==> src/rtl/sap1_pkg.sv <==
// rtl/sap1_pkg.sv - shared SAP-1 opcodes, T-state codes and control-word bit indices
package sap1_pkg;

    // One-hot controller states; HALT is absorbing until reset
    typedef enum logic [7:0] {
        ST_IDLE = 8'b0000_0001,
        ST_T1   = 8'b0000_0010,
        ST_T2   = 8'b0000_0100,
        ST_T3   = 8'b0000_1000,
        ST_T4   = 8'b0001_0000,
        ST_T5   = 8'b0010_0000,
        ST_T6   = 8'b0100_0000,
        ST_HALT = 8'b1000_0000
    } state_t;

    // Opcodes live in IR[7:4]
    localparam logic [3:0] OPC_LDA = 4'b0000;
    localparam logic [3:0] OPC_ADD = 4'b0001;
    localparam logic [3:0] OPC_SUB = 4'b0010;
    localparam logic [3:0] OPC_OUT = 4'b1110;
    localparam logic [3:0] OPC_HLT = 4'b1111;

    // Binary T-state codes presented on t_state_o (IDLE and HALT both read 0)
    localparam logic [2:0] TS_IDLE = 3'd0;
    localparam logic [2:0] TS_T1   = 3'd1;
    localparam logic [2:0] TS_T2   = 3'd2;
    localparam logic [2:0] TS_T3   = 3'd3;
    localparam logic [2:0] TS_T4   = 3'd4;
    localparam logic [2:0] TS_T5   = 3'd5;
    localparam logic [2:0] TS_T6   = 3'd6;

    // Control-word bit positions
    localparam int CW_PC_INC   = 0;
    localparam int CW_PC_OUT   = 1;
    localparam int CW_MAR_LOAD = 2;
    localparam int CW_RAM_OUT  = 3;
    localparam int CW_IR_LOAD  = 4;
    localparam int CW_IR_OUT   = 5;
    localparam int CW_A_LOAD   = 6;
    localparam int CW_A_OUT    = 7;
    localparam int CW_B_LOAD   = 8;
    localparam int CW_ALU_OUT  = 9;
    localparam int CW_OUT_LOAD = 10;
    localparam int CW_SUB_EN   = 11;
    localparam int CW_W        = 12;

endpackage

==> src/rtl/sap1_step_gen.sv <==
// rtl/sap1_step_gen.sv - single-step edge detect producing the advance enable
module sap1_step_gen (
    input  logic clk_i,
    input  logic rst_i,
    input  logic step_mode_i,
    input  logic step_i,
    output logic adv_o
);

    logic step_q;

    // Remember last cycle's step level so a held button yields one advance
    always_ff @(posedge clk_i or posedge rst_i) begin
        if (rst_i) begin
            step_q <= 1'b0;
        end else begin
            step_q <= step_i;
        end
    end

    assign adv_o = step_mode_i ? (step_i & ~step_q) : 1'b1;

endmodule

==> src/rtl/sap1_ctrl_seq.sv <==
// rtl/sap1_ctrl_seq.sv - SAP-1 T-state ring and control-word decoder with run/halt/step
module sap1_ctrl_seq
    import sap1_pkg::*;
#(
    parameter bit EARLY_END = 1'b1,
    parameter int OPC_W     = 4
) (
    input  logic             clk_i,
    input  logic             rst_i,
    input  logic [OPC_W-1:0] opcode_i,
    input  logic             run_i,
    input  logic             step_mode_i,
    input  logic             step_i,
    output logic             pc_inc_o,
    output logic             pc_out_o,
    output logic             mar_load_o,
    output logic             ram_out_o,
    output logic             ir_load_o,
    output logic             ir_out_o,
    output logic             a_load_o,
    output logic             a_out_o,
    output logic             b_load_o,
    output logic             alu_out_o,
    output logic             out_load_o,
    output logic             sub_en_o,
    output logic [2:0]       t_state_o,
    output logic             halted_o
);

    state_t            state_q;
    logic              adv;
    logic              is_lda, is_add, is_sub, is_out, is_hlt;
    logic              is_mem, is_alu;
    logic [CW_W-1:0]   cw;
    state_t            next_ins;

    sap1_step_gen u_step_gen (
        .clk_i       (clk_i),
        .rst_i       (rst_i),
        .step_mode_i (step_mode_i),
        .step_i      (step_i),
        .adv_o       (adv)
    );

    assign is_lda = (opcode_i == OPC_W'(OPC_LDA));
    assign is_add = (opcode_i == OPC_W'(OPC_ADD));
    assign is_sub = (opcode_i == OPC_W'(OPC_SUB));
    assign is_out = (opcode_i == OPC_W'(OPC_OUT));
    assign is_hlt = (opcode_i == OPC_W'(OPC_HLT));
    assign is_mem = is_lda | is_add | is_sub;
    assign is_alu = is_add | is_sub;

    // run_i is only sampled when a new instruction would start
    assign next_ins = run_i ? ST_T1 : ST_IDLE;

    // T-state ring: moves only on enabled edges, HALT holds until reset
    always_ff @(posedge clk_i or posedge rst_i) begin
        if (rst_i) begin
            state_q <= ST_IDLE;
        end else if (adv) begin
            unique case (state_q)
                ST_IDLE: state_q <= next_ins;
                ST_T1:   state_q <= ST_T2;
                ST_T2:   state_q <= ST_T3;
                ST_T3:   state_q <= ST_T4;
                ST_T4: begin
                    if (is_hlt)                      state_q <= ST_HALT;
                    else if (EARLY_END && !is_mem)   state_q <= next_ins;
                    else                             state_q <= ST_T5;
                end
                ST_T5: begin
                    if (EARLY_END && !is_alu)        state_q <= next_ins;
                    else                             state_q <= ST_T6;
                end
                ST_T6:   state_q <= next_ins;
                ST_HALT: state_q <= ST_HALT;
                default: state_q <= ST_IDLE;
            endcase
        end
    end

    // Control word decode from current state and opcode, before step gating
    always_comb begin
        cw = '0;
        unique case (state_q)
            ST_T1: begin
                cw[CW_PC_OUT]   = 1'b1;
                cw[CW_MAR_LOAD] = 1'b1;
            end
            ST_T2: cw[CW_PC_INC] = 1'b1;
            ST_T3: begin
                cw[CW_RAM_OUT] = 1'b1;
                cw[CW_IR_LOAD] = 1'b1;
            end
            ST_T4: begin
                if (is_mem) begin
                    cw[CW_IR_OUT]   = 1'b1;
                    cw[CW_MAR_LOAD] = 1'b1;
                end else if (is_out) begin
                    cw[CW_A_OUT]    = 1'b1;
                    cw[CW_OUT_LOAD] = 1'b1;
                end
            end
            ST_T5: begin
                if (is_lda) begin
                    cw[CW_RAM_OUT] = 1'b1;
                    cw[CW_A_LOAD]  = 1'b1;
                end else if (is_alu) begin
                    cw[CW_RAM_OUT] = 1'b1;
                    cw[CW_B_LOAD]  = 1'b1;
                end
            end
            ST_T6: begin
                if (is_alu) begin
                    cw[CW_ALU_OUT] = 1'b1;
                    cw[CW_A_LOAD]  = 1'b1;
                    cw[CW_SUB_EN]  = is_sub;
                end
            end
            default: cw = '0;
        endcase
    end

    // Binary T-state view for the debug display
    always_comb begin
        t_state_o = TS_IDLE;
        unique case (state_q)
            ST_T1:   t_state_o = TS_T1;
            ST_T2:   t_state_o = TS_T2;
            ST_T3:   t_state_o = TS_T3;
            ST_T4:   t_state_o = TS_T4;
            ST_T5:   t_state_o = TS_T5;
            ST_T6:   t_state_o = TS_T6;
            default: t_state_o = TS_IDLE;
        endcase
    end

    // Strobes fire only in enabled cycles; the ALU mode select is held for the whole dwell
    assign pc_inc_o   = cw[CW_PC_INC]   & adv;
    assign pc_out_o   = cw[CW_PC_OUT]   & adv;
    assign mar_load_o = cw[CW_MAR_LOAD] & adv;
    assign ram_out_o  = cw[CW_RAM_OUT]  & adv;
    assign ir_load_o  = cw[CW_IR_LOAD]  & adv;
    assign ir_out_o   = cw[CW_IR_OUT]   & adv;
    assign a_load_o   = cw[CW_A_LOAD]   & adv;
    assign a_out_o    = cw[CW_A_OUT]    & adv;
    assign b_load_o   = cw[CW_B_LOAD]   & adv;
    assign alu_out_o  = cw[CW_ALU_OUT]  & adv;
    assign out_load_o = cw[CW_OUT_LOAD] & adv;
    assign sub_en_o   = cw[CW_SUB_EN];
    assign halted_o   = (state_q == ST_HALT);

endmodule

==> config.mk <==
export PLATFORM = sky130hd
export DESIGN_NAME = sap1_ctrl_seq
export DESIGN_NICKNAME = d
export VERILOG_FILES = /design/src/rtl/sap1_pkg.sv /design/src/rtl/sap1_step_gen.sv /design/src/rtl/sap1_ctrl_seq.sv
export SDC_FILE = /design/constraint.sdc
export NUM_CORES = 1
export LEC_CHECK = 0
export ABC_AREA = 1
export CORE_ASPECT_RATIO = 0.8
export CORE_MARGIN = 2
export CORE_UTILIZATION = 40
export DETAILED_ROUTE_END_ITERATION = 8
export MAX_ROUTING_LAYER = met4
export PLACE_DENSITY = 0.76
export SYNTH_ARGS = -nofsm -noshare
export SYNTH_HDL_FRONTEND = slang
export SYNTH_SLANG_ARGS = --single-unit
==> constraint.sdc <==
create_clock -name clk_i -period 1.25 [get_ports clk_i]
set_input_delay 0.25 -clock clk_i [delete_from_list [all_inputs] [get_ports clk_i]]
set_output_delay 0.25 -clock clk_i [all_outputs]
set_load 0.005 [all_outputs]
==> results_dict.tcl <==
set metrics [dict create \
    outcome "finished with violations" \
    violations "setup timing" \
    worst-path-buf-inv 4 \
    synth_top_family_by_area "simple AND/OR/NAND/NOR gates" \
    wl_mm 4.14 \
    routedWlPerCell_um 18.2 \
    cts-htree-levels 1 \
    setup_slack_ns -0.659 \
    ys_ff_latch 9 \
    drc 0 \
    io_pins 25 \
    required_ns 1.00 \
    die_area_sq_um 2310 \
    synthToLayoutAreaGrowth_pct 116 \
    path_max_fanout 4 \
    crit_chain "buf_6, inv_4, nand2_4, nor2_4, buf_6, nand2_4, nor2_2, a31o_1, buf_2" \
    worstSetupStartpoint "state_q[2]" \
    worstHoldPathType "input port to async pin" \
    place_ws_ns -0.963 \
    tightest_slew_ns 0.379 \
    mostFrequentLayoutCells "buf_4 (34), nand2_1 (23), buf_6 (19)" \
    cts_tree "done" \
    insertion_delay_ns 0.28 \
    syn_area_per_cell_sq_um 6.22 \
    track_usage 0.327 \
    muxShareOfSynthArea 0 \
    max_clock_freq_ghz 0.524 \
    ant_nets 0 \
    via_count 1280 \
    top_usage_layer "met2" \
    die_w_um 53.3 \
    slew_violations 0 \
    cts-root-buf "clkbuf_4" \
    startpoint_type "flip-flop" \
    reg2reg_from "state_q[2]" \
    ys_seq_area_frac 0.291 \
    viasPerCell 5.64 \
    cellLeakagePower_nw 0.914 \
    final_cell_area_sq_um 1680 \
    diodes 0 \
    synth_cell_types 23 \
    setup_viol 24 \
    die_h_um 43.4 \
    endpoint_kind "output pin" \
    synthCells 125 \
    netlist_area_sq_um 777 \
    post-route-util 0.903 \
    grt-ovfl-total 0 \
    rows 14 \
    r2r_slack_ns -0.51 \
    port_buffers 24 \
    grt_max_degree 10 \
    slowest_delay_ns 0.43 \
    worstPathArrival_ns 1.66 \
    min_period_ns 1.91 \
    synth_xor_xnor_area_share 0 \
    grt_pass1_vias 1159 \
    hpwl_mm 1.85 \
    critPathSlowestCell "dfrtp_1" \
    drive_gt1_frac 0.645 \
    maxCapViolations 0 \
    cts_buffer_depth 2 \
    start_util 0.418 \
    vdd_drop_max_mv 1.31 \
    cts.reportedPaths.clkPinSlew_ns 0.07 \
    final_common_cell "buf_4" \
    path_delay_family "buffers and inverters" \
    cts_made_buffers 3 \
    finalClockSkew_ns 0.00512 \
    grt_pass1_wl_mm 5.16 \
    hold_viol 0 \
    hold_buffers 0 \
    rsz0062_at_grt "yes" \
    fin_total_pwr_mw 2.30 \
    met3_usage 0.107 \
    synth_nets 134 \
    nets 213 \
    drt_iter0_drc 77 \
    antenna_found_initial 0 \
    p_per_area_nw_per_um2 1370 \
    synthSimpleGateAreaFrac 0.506 \
    nFillCells 86 \
    coreArea_sq_um 1860 \
    criticalPathCategory "flip-flop to output pin" \
    dpl_cell_area_sq_um 1240 \
    dr.pass1.iters 5 \
    ys_warn_count 0 \
    gp_congestion 0.878 \
    clkSinkCount 9 \
    fin_crit_sh 1.53 \
    synth_fa_ha_area_frac 0 \
    synth_compound_area_frac 0.0676 \
    gr-usage-met1 0.328 \
    relSlewSlack 0.747 \
    grt_util_met2 0.578 \
    finalHoldWorstSlack_ns 0.239 \
]
[synthesized netlist by cell type (all sizes together)]
master | instances | area, sq um
inv | 23 | 86.3
nor2 | 30 | 143
nand2 | 37 | 156
nand4 | 1 | 6.26
o21bai | 1 | 7.51
dfstp | 1 | 26.3
a31o | 1 | 8.76
nor3 | 1 | 10.0
o22ai | 1 | 6.26
o21ai | 5 | 25.0
buf | 2 | 18.8
dfrtp | 8 | 200
nor4 | 2 | 12.5
a21oi | 1 | 5.00
nand3 | 11 | 65.1
[power by group]
part | switching (mW) | total, mW | internal [mW]
combinational | 0.832 | 1.63 | 0.798
clock | 0.120 | 0.244 | 0.124
sequential | 0.0679 | 0.422 | 0.354
[registers in the layout, indices dropped and copies added, names as in the netlist]
signal,cells
state_q,8
u_step_gen.step_q,1
[area by class of cell]
cell class / instances / area (sq um) / area share
inverters: 23 / 96.3 / 0.0575
repair buffers: 76 / 652 / 0.389
multi-input cells: 91 / 644 / 0.384
clock buffers: 4 / 26.3 / 0.0157
flip-flops and latches: 9 / 228 / 0.136
well taps: 24 / 30.0 / 0.0179
[through the flow]
stage,cells,setup TNS (ns)
3_5_place_dp,197,-14.48
6_report,227,-11.27
4_1_cts,220,-7.82
3_3_place_gp,197,-13.93
2_1_floorplan,125,-0.231
5_1_grt,227,-12.32
[cell families after synthesis]
kind of cell	count (synthesis)
buffers and inverters	25
AO/OA/AOI/OAI	9
flip-flops	9
AND/OR/NAND/NOR	82
[repair_timing]
| action | 4_1_cts | 5_1_grt |
|---|---|---|
| resized for setup | 115 | 28 |
| endpoints found under the setup margin | 20 | 24 |
| pin swaps | 25 | 16 |
| setup buffers | 26 | 7 |
[metal layers]
layer | part of all wire | wire length (um)
met5 | 0 | 0
met4 | 0.084 | 349
met3 | 0.080 | 332
met2 | 0.48 | 2000
met1 | 0.35 | 1460
[path summary, 6_finish.rpt]
path,to,cells past startpoint
max,a_load_o,9
min,state_q[3],2
max reg2reg,state_q[0],14
min reg2reg,state_q[5],2
max in group asynchronous,state_q[0],2
min in group clk_i,u_step_gen.step_q,1
Power figures use the tool's default switching activity.
